<file path="config.mk">
export PLATFORM = sky130hd
export DESIGN_NAME = disp_arb_flat
export DESIGN_NICKNAME = d
export VERILOG_FILES = /design/src/rtl/disp_arb_pkg.sv /design/src/rtl/disp_arb_if.sv /design/src/rtl/disp_arb_rr_pick.sv /design/src/rtl/disp_arb.sv /design/src/flat_wrapper.sv
export SDC_FILE = /design/constraint.sdc
export NUM_CORES = 1
export LEC_CHECK = 0
export ABC_AREA = 1
export CORE_AREA = 10 10 137 89
export CTS_CLUSTER_DIAMETER = 100
export DETAILED_ROUTE_END_ITERATION = 10
export DIE_AREA = 0 0 147 99
export REMOVE_ABC_BUFFERS = 1
export SETUP_SLACK_MARGIN = 0.5
export SLEW_MARGIN = 20
export SYNTH_ARGS = -nofsm -noshare
export SYNTH_HDL_FRONTEND = slang
export SYNTH_SLANG_ARGS = --single-unit
export TNS_END_PERCENT = 50
</file>
<file path="constraint.sdc">
create_clock -name i_clk -period 5.6 [get_ports i_clk]
set_input_delay 1.12 -clock i_clk [delete_from_list [all_inputs] [get_ports i_clk]]
set_output_delay 1.12 -clock i_clk [all_outputs]
set_load 0.02 [all_outputs]
</file>
<file path="src/rtl/disp_arb_pkg.sv">
// ---------------------------------------------------------------------------
// disp_pkg
//   Shared types for the seven-segment display arbiter.
//   W_VAL            : width of the binary value shown on the display
//   disp_val_t       : one display value
//   disp_arb_state_e : arbiter state (no owner / owned)
// ---------------------------------------------------------------------------
package disp_pkg;

  localparam int W_VAL = 14;

  typedef logic [W_VAL-1:0] disp_val_t;

  typedef enum logic {
    IDLE = 1'b0,
    OWN  = 1'b1
  } disp_arb_state_e;

endpackage

</file>
<file path="src/rtl/disp_arb_if.sv">
// ---------------------------------------------------------------------------
// disp_arb_if
//   Bundle between the display requesters and the arbiter.
//   i_req      : per-requester level request
//   i_val      : per-requester binary value
//   i_greeting : per-requester "show HI" flag
//   o_gnt      : one-hot current owner (zero when idle)
//   o_bin      : value forwarded to the display driver
//   o_greeting : greeting flag forwarded to the display driver
//   o_busy     : high while a grant is active
//   modport master : requester side, slave : arbiter side
// ---------------------------------------------------------------------------
interface disp_arb_if
  import disp_pkg::*;
#(
  parameter int N_REQ = 3,
  parameter int W     = W_VAL
) ();

  logic [N_REQ-1:0]        i_req;
  logic [N_REQ-1:0][W-1:0] i_val;
  logic [N_REQ-1:0]        i_greeting;
  logic [N_REQ-1:0]        o_gnt;
  logic [W-1:0]            o_bin;
  logic                    o_greeting;
  logic                    o_busy;

  modport master (
    output i_req, i_val, i_greeting,
    input  o_gnt, o_bin, o_greeting, o_busy
  );

  modport slave (
    input  i_req, i_val, i_greeting,
    output o_gnt, o_bin, o_greeting, o_busy
  );

endinterface

</file>
<file path="src/rtl/disp_arb_rr_pick.sv">
// ---------------------------------------------------------------------------
// rr_pick
//   Combinational rotating priority encoder. Picks the first requester at or
//   after i_start (wrapping) whose bit is set in i_req and clear in i_excl.
//   i_req   : request vector
//   i_start : index that gets highest priority
//   i_excl  : mask of requesters that may not be picked
//   o_pick  : one-hot pick (zero when nothing eligible)
//   o_valid : at least one eligible requester
// ---------------------------------------------------------------------------
module rr_pick #(
  parameter int N  = 3,
  parameter int IW = (N > 1) ? $clog2(N) : 1
) (
  input  logic [N-1:0]  i_req,
  input  logic [IW-1:0] i_start,
  input  logic [N-1:0]  i_excl,
  output logic [N-1:0]  o_pick,
  output logic          o_valid
);

  logic [N-1:0] w_cand;
  logic [N-1:0] w_rot;
  logic [N-1:0] w_rotPick;

  // Rotate the candidates so i_start lands on bit 0, isolate the lowest set
  // bit, then rotate the one-hot result back to absolute positions.
  always_comb begin
    w_cand    = i_req & ~i_excl;
    w_rot     = N'({w_cand, w_cand} >> i_start);
    w_rotPick = w_rot & (-w_rot);
    o_pick    = N'(({w_rotPick, w_rotPick} << i_start) >> N);
    o_valid   = |w_cand;
  end

endmodule

</file>
<file path="src/rtl/disp_arb.sv">
// ---------------------------------------------------------------------------
// disp_arb
//   Time-shares the four-digit display between N_REQ requesters. Requester 0
//   preempts everyone; the rest share under rotating priority with a minimum
//   hold of HOLD_CYC cycles whenever someone else is waiting.
//   i_clk   : system clock
//   i_rst_n : asynchronous active-low reset
//   bus     : disp_arb_if slave (requests, values, grant and display outputs)
// ---------------------------------------------------------------------------
module disp_arb
  import disp_pkg::*;
#(
  parameter int N_REQ   = 3,
  parameter int W       = W_VAL,
  parameter int CLK_HZ  = 100_000_000,
  parameter int HOLD_MS = 1000
) (
  input logic       i_clk,
  input logic       i_rst_n,
  disp_arb_if.slave bus
);

  localparam int HOLD_CYC = CLK_HZ / 1000 * HOLD_MS;
  localparam int TW       = (HOLD_CYC > 1) ? $clog2(HOLD_CYC) : 1;
  localparam int IW       = $clog2(N_REQ);
  localparam logic [TW-1:0] HOLD_LOAD = TW'(HOLD_CYC - 1);
  localparam logic [IW-1:0] LAST_IDX  = IW'(N_REQ - 1);

  disp_arb_state_e r_state, w_nextState;
  logic [IW-1:0]    r_own, w_nextOwn;
  logic [IW-1:0]    r_rr, w_nextRr;
  logic [TW-1:0]    r_timer, w_nextTimer;
  logic [N_REQ-1:0] r_gnt, w_nextGnt;
  logic [W-1:0]     r_bin, w_nextBin;
  logic             r_greeting, w_nextGreeting;
  logic             r_busy, w_nextBusy;

  logic [N_REQ-1:0] w_pickGrant, w_pickRot;
  logic             w_validGrant, w_validRot;
  logic [IW-1:0]    w_idxGrant, w_idxRot;
  logic [IW-1:0]    w_startGrant;
  logic             w_change;

  // Requester 0 always wins a fresh pick, so starting the search at 0 when
  // it is requesting gives that priority without a separate path.
  assign w_startGrant = bus.i_req[0] ? '0 : r_rr;

  rr_pick #(.N(N_REQ), .IW(IW)) u_pickGrant (
    .i_req   (bus.i_req),
    .i_start (w_startGrant),
    .i_excl  ('0),
    .o_pick  (w_pickGrant),
    .o_valid (w_validGrant)
  );

  // While owned, r_rr is the owner + 1 and the owner itself is masked, so
  // this yields the next other requester in rotation order.
  rr_pick #(.N(N_REQ), .IW(IW)) u_pickRot (
    .i_req   (bus.i_req),
    .i_start (r_rr),
    .i_excl  (r_gnt),
    .o_pick  (w_pickRot),
    .o_valid (w_validRot)
  );

  always_comb begin
    w_idxGrant = '0;
    w_idxRot   = '0;
    for (int i = 0; i < N_REQ; i++) begin
      if (w_pickGrant[i]) w_idxGrant = IW'(i);
      if (w_pickRot[i])   w_idxRot   = IW'(i);
    end
  end

  // State register plus the registered display outputs.
  always_ff @(posedge i_clk or negedge i_rst_n) begin
    if (!i_rst_n) begin
      r_state    <= IDLE;
      r_own      <= '0;
      r_rr       <= '0;
      r_timer    <= '0;
      r_gnt      <= '0;
      r_bin      <= '0;
      r_greeting <= 1'b1;
      r_busy     <= 1'b0;
    end else begin
      r_state    <= w_nextState;
      r_own      <= w_nextOwn;
      r_rr       <= w_nextRr;
      r_timer    <= w_nextTimer;
      r_gnt      <= w_nextGnt;
      r_bin      <= w_nextBin;
      r_greeting <= w_nextGreeting;
      r_busy     <= w_nextBusy;
    end
  end

  // Next owner: release, preempt, rotate-on-expiry, or keep, in that order.
  always_comb begin
    w_nextState = r_state;
    w_nextOwn   = r_own;
    w_nextTimer = r_timer;
    w_change    = 1'b0;
    unique case (r_state)
      IDLE: begin
        if (w_validGrant) begin
          w_nextState = OWN;
          w_nextOwn   = w_idxGrant;
          w_nextTimer = HOLD_LOAD;
          w_change    = 1'b1;
        end
      end
      OWN: begin
        if (!bus.i_req[r_own]) begin
          if (w_validGrant) begin
            w_nextOwn   = w_idxGrant;
            w_nextTimer = HOLD_LOAD;
            w_change    = 1'b1;
          end else begin
            w_nextState = IDLE;
            w_nextTimer = '0;
          end
        end else if (bus.i_req[0] && (r_own != '0)) begin
          w_nextOwn   = '0;
          w_nextTimer = HOLD_LOAD;
          w_change    = 1'b1;
        end else if ((r_timer == '0) && w_validRot) begin
          w_nextOwn   = w_idxRot;
          w_nextTimer = HOLD_LOAD;
          w_change    = 1'b1;
        end else if (r_timer != '0) begin
          w_nextTimer = r_timer - TW'(1);
        end
      end
      default: w_nextState = IDLE;
    endcase
    if (w_change) begin
      w_nextRr = (w_nextOwn == LAST_IDX) ? '0 : w_nextOwn + IW'(1);
    end else begin
      w_nextRr = r_rr;
    end
  end

  // Display outputs follow the next owner's live inputs; idle shows HI.
  always_comb begin
    w_nextGnt      = '0;
    w_nextBin      = '0;
    w_nextGreeting = 1'b1;
    w_nextBusy     = 1'b0;
    if (w_nextState == OWN) begin
      w_nextGnt[w_nextOwn] = 1'b1;
      w_nextBin            = bus.i_val[w_nextOwn];
      w_nextGreeting       = bus.i_greeting[w_nextOwn];
      w_nextBusy           = 1'b1;
    end
  end

  assign bus.o_gnt      = r_gnt;
  assign bus.o_bin      = r_bin;
  assign bus.o_greeting = r_greeting;
  assign bus.o_busy     = r_busy;

endmodule

</file>
<file path="src/flat_wrapper.sv">
// flat-port wrapper written by rule: the top's interface ports become plain ports
module disp_arb_flat import disp_pkg::*;
#(
  parameter int N_REQ   = 3,
  parameter int W       = W_VAL,
  parameter int CLK_HZ  = 100_000_000,
  parameter int HOLD_MS = 1000
)
  (i_clk, i_rst_n, bus_i_req, bus_i_val, bus_i_greeting, bus_o_gnt, bus_o_bin, bus_o_greeting, bus_o_busy);
  disp_arb_if #(.N_REQ(N_REQ), .W(W)) bus_i ();
  input logic i_clk;
  input logic i_rst_n;
  input wire logic [$bits(bus_i.i_req)-1:0] bus_i_req;
  input wire logic [$bits(bus_i.i_val)-1:0] bus_i_val;
  input wire logic [$bits(bus_i.i_greeting)-1:0] bus_i_greeting;
  output wire logic [$bits(bus_i.o_gnt)-1:0] bus_o_gnt;
  output wire logic [$bits(bus_i.o_bin)-1:0] bus_o_bin;
  output wire logic [$bits(bus_i.o_greeting)-1:0] bus_o_greeting;
  output wire logic [$bits(bus_i.o_busy)-1:0] bus_o_busy;
  assign bus_i.i_req = bus_i_req;
  assign bus_i.i_val = bus_i_val;
  assign bus_i.i_greeting = bus_i_greeting;
  assign bus_o_gnt = bus_i.o_gnt;
  assign bus_o_bin = bus_i.o_bin;
  assign bus_o_greeting = bus_i.o_greeting;
  assign bus_o_busy = bus_i.o_busy;
  disp_arb #(.N_REQ(N_REQ), .W(W), .CLK_HZ(CLK_HZ), .HOLD_MS(HOLD_MS)) u_core (.i_clk(i_clk), .i_rst_n(i_rst_n), .bus(bus_i));
endmodule
</file>
==> flow_summary_export.csv <==
group,metric,value,unit
timing,relSlewSlack,46.6,%
pwr,powerDensity,479,nW/um^2
timing,setup_violations,0,
route,met3_length,730,um
placement,hpwl,7.80,mm
timing,clock_skew,0.00964,ns
cells_and_area,fin_cells,656,
cells_and_area,syn_to_final_growth,27.8,%
timing,fin_crit_sh,72.6,%
yosys,synth-seq-cells,50,
clock_network,numCtsBuffers,5,
route,route.met2.wl,4.11,mm
timing,rsz0062_at_grt,"false",
placement,gp_congestion,0.879,
global_route,antenna_found_initial,0,
route,drc,0,
cells_and_area,multiInputGateArea,1770,um^2
job,maxCapViolations,0,
cells_and_area,final_cell_area,4230,um^2
clock_network,clk_pin_slew,0.07,ns
timing,max_freq,0.246,GHz
route,routed_via_density,4.95,
yosys,async_flop_share,100,%
global_route,grt_pass1_vias,3130,
critical_path,arrival,4.22,ns
yosys,seq_area_frac_synth,37.9,%
timing,hold_violations,0,
floorplan,core,9630,um^2
yosys,synth_edf_count,0,
yosys,netlist_area,3310,um^2
route,vias,3245,
timing,tightest_slew,0.800,ns
yosys,synth-main-ff-cell,"dfrtp_1",
route,wl_per_cell,15.3,um
floorplan,row_count,28,
clock_network,cts_max_level,2,
cells_and_area,n_antenna_cell,0,
critical_path,worstSetupStartpointType,"input pin",
route,routed_wirelength,10.0,mm
worst_hold_path,holdCritPathClass,"reg2reg",
pwr,peakVddDrop,245,uV
clock_network,clockRootBuffer,"clkbuf_16",
global_route,grt_overflow,0,
global_route,gr-usage-all-layers,13.7,%
route,postRouteAntennaNets,0,
critical_path,crit_path_end_kind,"register",
route,drt_iter0_markers,370,
placement,place_inst,648,
pwr,p_leak,1.91,nW
yosys,synth_warnings,0,
global_route,grt_max_degree,51,
placement,port_buffers,68,
timing,drv_slew,0,
cells_and_area,final_cell_mix,"nand2_1, clkdlybuf4s50_1, dfrtp_1",
cells_and_area,nNetsFinal,572,
clock_network,cts_sinks,50,
timing,min_period,4.06,ns
critical_path,worstSetupPathType,"in2reg",
placement,postPlaceCellArea,4090,um^2
clock_network,post_cts_resized,0,
clock_network,cts_hold_buffers,0,
run_status,run_status,"completed",
floorplan,start_util,34.3,%
route,firstDrtPassIters,5,
clock_network,insertion_delay,0.29,ns
critical_path,r2r-start,"u_core.r_own[1]",
critical_path,cp.required,5.75,ns
cells_and_area,nFillCells,975,
critical_path,worst-r2r-setup-slack,2.60,ns
clock_network,clockBufferDepth,2,
yosys,synthCells,455,
yosys,ys_types,43,
global_route,grt_pass1_wl,16.4,mm
floorplan,dieArea,14600,um^2
cells_and_area,final_common_cell,"nand2_1",
clock_network,cts_tree,"done",
worst_hold_path,hp-start,"u_core.r_timer[0]",
critical_path,cp_max_fo,20,
cells_and_area,drive_above_1_share,9.60,%
floorplan,die_w,147,um
floorplan,num_io_pins,69,
yosys,syn-mean-instance-area,7.27,um^2
cells_and_area,area.sequential,1250,um^2
clock_network,cts_setup_buffers,0,
critical_path,cp-startpoint,"bus_i_req[0]",
timing,tns,0,ns
route,routed.top_layer,"met4",
route,met1_length,5.12,mm
floorplan,die_height,99,um
[layout make-up]
class | instances | share of cell area, %
Timing Repair Buffer | 69 | 16.2
Multi-Input combinational cell | 338 | 41.8
Clock inverter | 1 | 0.178
Sequential cell | 50 | 29.6
Tap cell | 135 | 3.99
Clock buffer | 7 | 3.14
Inverter | 56 | 5.15
[cells in the mapped netlist (3+ instances only)]
| master | n | share of area, % |
|---|---|---|
| nor2_1 | 44 | 5.0 |
| buf_2 | 3 | 0.45 |
| dfrtp_1 | 49 | 37 |
| nand2_2 | 6 | 1.1 |
| nor3b_1 | 3 | 0.68 |
| buf_6 | 3 | 1.0 |
| inv_2 | 8 | 0.91 |
| nor3_1 | 9 | 1.4 |
| nor2_4 | 3 | 1.0 |
| nand3_1 | 45 | 6.8 |
| a21oi_1 | 19 | 2.9 |
| xnor2_1 | 6 | 1.6 |
| a22oi_1 | 5 | 1.1 |
| nor2_2 | 7 | 1.3 |
| nand3_2 | 5 | 1.5 |
| xor2_1 | 8 | 2.1 |
| clkbuf_1 | 4 | 0.45 |
| nand2_1 | 120 | 14 |
| nand2_4 | 3 | 1.0 |
| inv_1 | 47 | 5.3 |
| o21ai_0 | 29 | 4.4 |
[path summary, 6_finish.rpt]
path | endpoint | cells after the start
max in group asynchronous | u_core.bus.o_gnt[0] | 2
min in group asynchronous | u_core.r_timer[13] | 2
worst min register to register | u_core.r_timer[0] | 2
worst max-delay path | u_core.r_timer[12] | 15
worst max register to register | u_core.r_timer[12] | 14
worst min-delay path | u_core.r_timer[0] | 2
[critical path, stage by stage]
cell and delay [ns]:
clkdlybuf4s50_1 0.67, inv_2 0.09, nand2_1 0.08, nand2_1 0.06, nor2_2 0.61, inv_2 0.13
nor2_4 0.14, nand2_1 0.12, inv_2 0.12, nand2_1 0.10, nand2_2 0.24, inv_1 0.32
nand3_1 0.18, xor2_1 0.16, nor2_1 0.06
[sequential cells by signal (all words and copies together), names as in the netlist]
signal and count:
u_core.bus.o_bin 14, u_core.bus.o_busy 1, u_core.bus.o_gnt 3, u_core.bus.o_greeting 1, u_core.r_own 2, u_core.r_rr 2
u_core.r_timer 27
[per-layer routing]
layer  GRT usage, %  vias to the layer above
met5              0                        -
met4           3.03                        0
met3           4.11                        8
met2           19.1                       96
met1           19.9                     1534
li1               -                     1607
[metrics by stage]
stage | util [%] | total power (W) | hold slack [ns] | worst slack [ns]
2_1_floorplan | - | 0.00133 | 0.492 | 2.72
5_1_grt | 43.9 | 0.00220 | 0.583 | 1.30
3_3_place_gp | 42.4 | 0.00170 | 0.521 | 1.45
6_report | 43.9 | 0.00203 | 0.548 | 1.54
4_1_cts | 43.9 | 0.00203 | 0.554 | 1.61
3_5_place_dp | 42.4 | 0.00172 | 0.532 | 1.30
[kinds of logic after synthesis]
kind of cell,count (synthesis),share of synthesized area [%]
flops,50,37.9
buf+inv,67,8.74
compound gates,65,11.6
fa+ha+maj,2,0.756
xor+xnor,14,3.71
simple gates,257,37.3
[power breakdown]
part	leakage, nW	internal, W	switching, W
Clock	0.0641	0.000166	0.000136
Sequential	0.597	0.000505	0.000131
Combinational	1.25	0.000397	0.000691
Note: power is estimated with default switching activity, not from simulation.
